### config.mk
export PLATFORM = sky130hd
export DESIGN_NAME = fifo
export DESIGN_NICKNAME = d
export VERILOG_FILES = /design/src/rtl/fifo.sv
export SDC_FILE = /design/constraint.sdc
export NUM_CORES = 1
export LEC_CHECK = 0
export BUFFER_PORTS_ARGS = -buffer_cell sky130_fd_sc_hd__buf_4
export CAP_MARGIN = 20
export CORE_MARGIN = 2
export CORE_UTILIZATION = 53
export DETAILED_ROUTE_END_ITERATION = 7
export PLACE_DENSITY_LB_ADDON = 0.12
export SYNTH_ARGS = -nofsm -noshare
export SYNTH_HDL_FRONTEND = slang
export SYNTH_SLANG_ARGS = --single-unit
### constraint.sdc
create_clock -name clk -period 6.47 [get_ports clk]
set_clock_uncertainty 0.05 [all_clocks]
set_input_delay 0.647 -clock clk [delete_from_list [all_inputs] [get_ports clk]]
set_output_delay 0.647 -clock clk [all_outputs]
set_load 0.02 [all_outputs]
### src/rtl/fifo.sv
// -----------------------------------------------------------------------------
// fifo: single-clock synchronous FIFO backed by a register array.
//
// - Write accepted on wr_en && !full; read accepted on rd_en && !empty.
// - Read data is registered (one-cycle latency). dout holds between reads.
// - There is no pass-through path: a read and a write in the same cycle on an
//   empty FIFO accepts the write only.
// - DEPTH may be any value >= 2. Pointers wrap by explicit compare, so
//   non-power-of-two depths are supported.
// - full/empty/almost_* are decoded from the registered count only. This keeps
//   them free of any combinational path from wr_en, rd_en or din.
// - wr_err/rd_err are registered one-cycle pulses for rejected requests.
// -----------------------------------------------------------------------------
module fifo #(
  parameter int DATA_WIDTH          = 8,
  parameter int DEPTH               = 16,
  parameter int ALMOST_FULL_THRESH  = 14,
  parameter int ALMOST_EMPTY_THRESH = 2
) (
  input  logic                           clk,
  input  logic                           rst_n,
  input  logic                           wr_en,
  input  logic                           rd_en,
  input  logic [DATA_WIDTH-1:0]          din,
  output logic [DATA_WIDTH-1:0]          dout,
  output logic                           full,
  output logic                           empty,
  output logic [$clog2(DEPTH+1)-1:0]     count,
  output logic                           almost_full,
  output logic                           almost_empty,
  output logic                           wr_err,
  output logic                           rd_err
);

  // Width of the occupancy counter (must represent 0..DEPTH inclusive).
  localparam int CW = $clog2(DEPTH + 1);
  // Width of the storage pointers (must represent 0..DEPTH-1).
  localparam int PW = (DEPTH > 1) ? $clog2(DEPTH) : 1;

  localparam logic [CW-1:0] COUNT_ZERO = {CW{1'b0}};
  localparam logic [CW-1:0] COUNT_ONE  = {{(CW-1){1'b0}}, 1'b1};
  localparam logic [CW-1:0] COUNT_MAX  = CW'(DEPTH);
  localparam logic [CW-1:0] AF_THRESH  = CW'(ALMOST_FULL_THRESH);
  localparam logic [CW-1:0] AE_THRESH  = CW'(ALMOST_EMPTY_THRESH);

  localparam logic [PW-1:0] PTR_ZERO   = {PW{1'b0}};
  localparam logic [PW-1:0] PTR_ONE    = {{(PW-1){1'b0}}, 1'b1};
  localparam logic [PW-1:0] PTR_LAST   = PW'(DEPTH - 1);

  // Advance a storage pointer, returning to slot 0 after the last slot.
  // An explicit compare is used so that any DEPTH works, not just powers of two.
  function automatic logic [PW-1:0] ptr_next(input logic [PW-1:0] ptr);
    logic [PW-1:0] nxt;
    if (ptr == PTR_LAST) begin
      nxt = PTR_ZERO;
    end else begin
      nxt = ptr + PTR_ONE;
    end
    return nxt;
  endfunction

  // Storage and state registers.
  logic [DATA_WIDTH-1:0] mem_r [0:DEPTH-1];
  logic [PW-1:0]         wr_ptr_r;
  logic [PW-1:0]         rd_ptr_r;
  logic [CW-1:0]         count_r;
  logic [DATA_WIDTH-1:0] dout_r;
  logic                  wr_err_r;
  logic                  rd_err_r;

  // Decoded status and handshake signals.
  logic                  full_s;
  logic                  empty_s;
  logic                  almost_full_s;
  logic                  almost_empty_s;
  logic                  wr_accept_s;
  logic                  rd_accept_s;
  logic                  wr_reject_s;
  logic                  rd_reject_s;
  logic [CW-1:0]         count_next_s;

  // Status flags decode from the registered occupancy only.
  always_comb begin
    full_s         = (count_r == COUNT_MAX);
    empty_s        = (count_r == COUNT_ZERO);
    almost_full_s  = (count_r >= AF_THRESH);
    almost_empty_s = (count_r <= AE_THRESH);
  end

  // Qualify requests against the current full/empty state.
  always_comb begin
    wr_accept_s = wr_en & ~full_s;
    rd_accept_s = rd_en & ~empty_s;
    wr_reject_s = wr_en &  full_s;
    rd_reject_s = rd_en &  empty_s;
  end

  // Next occupancy: up on write-only, down on read-only, otherwise unchanged.
  always_comb begin
    count_next_s = count_r;
    case ({wr_accept_s, rd_accept_s})
      2'b10:   count_next_s = count_r + COUNT_ONE;
      2'b01:   count_next_s = count_r - COUNT_ONE;
      2'b11:   count_next_s = count_r;
      default: count_next_s = count_r;
    endcase
  end

  // Storage array: written only on accepted writes, intentionally not reset.
  always_ff @(posedge clk) begin
    if (wr_accept_s) begin
      mem_r[wr_ptr_r] <= din;
    end
  end

  // Write pointer advances on every accepted write.
  always_ff @(posedge clk or negedge rst_n) begin
    if (!rst_n) begin
      wr_ptr_r <= PTR_ZERO;
    end else if (wr_accept_s) begin
      wr_ptr_r <= ptr_next(wr_ptr_r);
    end
  end

  // Read pointer and registered read data; dout holds when no read is accepted.
  always_ff @(posedge clk or negedge rst_n) begin
    if (!rst_n) begin
      rd_ptr_r <= PTR_ZERO;
      dout_r   <= {DATA_WIDTH{1'b0}};
    end else if (rd_accept_s) begin
      rd_ptr_r <= ptr_next(rd_ptr_r);
      dout_r   <= mem_r[rd_ptr_r];
    end
  end

  // Occupancy counter register.
  always_ff @(posedge clk or negedge rst_n) begin
    if (!rst_n) begin
      count_r <= COUNT_ZERO;
    end else begin
      count_r <= count_next_s;
    end
  end

  // Error pulses: re-evaluated every edge, so each lasts exactly one cycle.
  always_ff @(posedge clk or negedge rst_n) begin
    if (!rst_n) begin
      wr_err_r <= 1'b0;
      rd_err_r <= 1'b0;
    end else begin
      wr_err_r <= wr_reject_s;
      rd_err_r <= rd_reject_s;
    end
  end

  assign dout         = dout_r;
  assign count        = count_r;
  assign full         = full_s;
  assign empty        = empty_s;
  assign almost_full  = almost_full_s;
  assign almost_empty = almost_empty_s;
  assign wr_err       = wr_err_r;
  assign rd_err       = rd_err_r;

endmodule

==> results.toml <==
[global_route]
grt_max_degree = 37
grt_first_pass_wirelength_um = 18300
track_usage_pct = 20.4
antenna_found_initial = 0
overflow = 0
grt_pass1_vias = 3137

[drt]
first_iter_violations = 271
antenna_left = 0
wire_per_inst_um = 22.5
vias = 3102
via_per_inst = 5.86
drc_errors = 0
drt_wl_total_um = 11900
firstDrtPassIters = 7

[clock_tree]
cts_sinks = 151
postCtsSetupRepairBufs = 0
cts-resized-gates = 0
clk_pin_slew_ns = 0.06
htreeDepth = 4
clock_latency_ns = 0.43
cts_buffer_depth = 2
tritoncts = "done"
numCtsBuffers = 17
root_buffer = "clkbuf_16"
holdBufCountCts = 0

[job]
max_cap_violations = 0

[placed_design]
place.gp.congestion = 0.731
hpwl_um = 7520
io_buffer_count = 30
place_ws_ns = 3.30

[sta]
slew_headroom_pct = 32.6
clock.fmax_mhz = 311
grt_setup_unrepaired = "false"
fin_setup_tns_ns = 0
finalSetupViolCount = 0
slew_violations = 0
hold_viol_final = 0
tightest_slew_ns = 1.01
timing.final.ws_setup_ns = 3.26
post-route-min-period_ns = 3.21
period_share_pct = 49.7

[logic_synthesis]
ys_warn_count = 0
synthArstFlopShare_pct = 15.2
syn_area_um2 = 6180
synth-edff-count = 128
avgSynthCellArea_um2 = 18.3
synth-seq-area-share_pct = 71.6
yosysTopAreaCell = "edfxtp_1"
synth-seq-cells = 151
yosysUniqueCellTypes = 39
synth.area.top_cells = "edfxtp_1 62%, mux4_2 12%, dfrtp_1 9.3%"
synth_flop_cell = "edfxtp_1"
syn_inst = 337
synth_nets = 357
yosysTopAreaCellShare_pct = 62.2

[floorplanning]
die_area_um2 = 12500
coreArea_um2 = 11400
pin_count = 31
rows = 39
die_x_um = 112
die_y_um = 112
floorplan.initialDensity_pct = 54.1

[critical_path]
worstSetupStartpointType = "flop"
rrSetupSlack_ns = 3.26
crit_path_end_kind = "flop"
crit_start = "count[1]$_DFFE_PN0P_"
cp-endpoint = "count[2]$_DFFE_PN0P_"
path_class = "flop to flop"
r2r_cells = 10
critical_path_arrival_ns = 3.46
required_ns = 6.71
path_max_fanout = 12
timing.rr.end = "count[2]$_DFFE_PN0P_"
r2r_start = "count[1]$_DFFE_PN0P_"

[min_path]
hp-class = "input port to asynchronous set/reset pin"

[finish]
layout-drive-gt1-share_pct = 29.5
fin_nets = 394
fill_cells = 833
diodes = 0
area_delta_synth_final_pct = 15.5

[status]
outcome = "complete, no violations"

[power_and_ir_drop]
p_per_area_nw_per_um2 = 463
leakage_nw = 2.47
vdd_ir_drop_max_mv = 0.465
## metal layers
layer | GRT usage [%] | up-vias | part of all wire, %
li1 | - | 1408 | -
met1 | 27.4 | 1596 | 43
met2 | 32.6 | 84 | 50
met3 | 4.74 | 14 | 4.9
met4 | 8.78 | 0 | 1.4
met5 | 0 | - | 0
## sequential cells by signal, indices dropped and copies added, names as in the netlist
signal    flops
dout          8
mem_r       128
count         5
rd_err        1
wr_ptr_r      4
rd_ptr_r      4
wr_err        1
## worst max-delay path, cell delays in order (launching register included)
cell and delay (ns):
dfrtp_1 0.63, nor2_1 0.14, a31oi_1 0.81, inv_1 0.16, ha_1 0.35, xor2_1 0.18
ha_1 0.22, a21oi_1 0.17, xor2_1 0.17, nor2_1 0.07, xor2_1 0.14
## area by class of cell
| type | count | area [um^2] | share of cell area (%) |
|---|---|---|---|
| clock buffers | 18 | 429 | 6.02 |
| clock inverters | 13 | 195 | 2.74 |
| inverters | 7 | 26.3 | 0.368 |
| multi-input cells | 159 | 1600 | 22.4 |
| flip-flops and latches | 151 | 4420 | 62.0 |
| well taps | 143 | 179 | 2.51 |
| repair buffers | 38 | 283 | 3.96 |
## cells in the final DEF (no fill, tap or decap), types with 3 or more instances in the layout
cell type	instances
nand2_1	14
clkbuf_16	17
dfrtp_1	23
nand3_1	4
o21ai_0	6
nor2b_1	7
a211oi_1	6
nor3_1	6
ha_1	8
inv_1	7
a21oi_1	9
clkinvlp_4	3
xnor2_1	3
edfxtp_1	128
nand2b_1	4
mux2_2	9
nor2_1	16
inv_6	3
xor2_1	6
bufinv_16	4
mux4_2	32
clkinv_4	3
a31oi_1	3
buf_4	36
o22ai_1	8
## report_power, final
group / total, mW / internal [mW] / switching (mW)
Combinational: 0.964 / 0.447 / 0.516
Clock: 1.04 / 0.648 / 0.393
Sequential: 1.30 / 1.20 / 0.100
## logic make-up (layout without fill, tap and decap cells)
| family | Yosys count | after routing | share of synthesized area (%) |
|---|---|---|---|
| flip-flops | 151 | 151 | 71.6 |
| AND/OR/NAND/NOR | 59 | 59 | 4.74 |
| AO/OA/AOI/OAI | 42 | 42 | 4.96 |
| multiplexers | 41 | 41 | 13.3 |
| buffers and inverters | 27 | 76 | 2.53 |
| XOR/XNOR | 9 | 9 | 1.28 |
| adder cells (fa/ha/maj) | 8 | 8 | 1.62 |
## synth_stat cells (all sizes together), types with 7 or more instances
master,count
mux2,9
buf,15
nand2,14
inv,7
o22ai,8
ha,8
edfxtp,128
dfrtp,23
nor2b,7
nor2,16
mux4,32
a21oi,9
## stage by stage
stage                     total power [mW]  hold WS [ns]  cells  instance area [um^2]  utilization, %
after global routing                  3.46        0.0828    529                  7130            62.5
after global placement                2.28         0.501    494                  6480            56.7
after floorplan                       2.03         0.301    337                  6180               -
final                                 3.30        0.0711    529                  7130            62.5
after CTS                             3.34        0.0694    527                  7120            62.3
after detailed placement              2.30         0.510    496                  6490            56.9
## worst min path at each step
stage / from / to / cells after the start
floorplan: rst_n / count[0]$_DFFE_PN0P_ / 0
global placement: dout[2]$_DFFE_PN0P_ / dout[2]$_DFFE_PN0P_ / 1
detailed placement: dout[4]$_DFFE_PN0P_ / dout[4]$_DFFE_PN0P_ / 1
CTS: rst_n / dout[4]$_DFFE_PN0P_ / 1
global route: rst_n / wr_ptr_r[2]$_DFFE_PN0P_ / 1
finish: rst_n / dout[4]$_DFFE_PN0P_ / 1
Power figures use the tool's default switching activity.
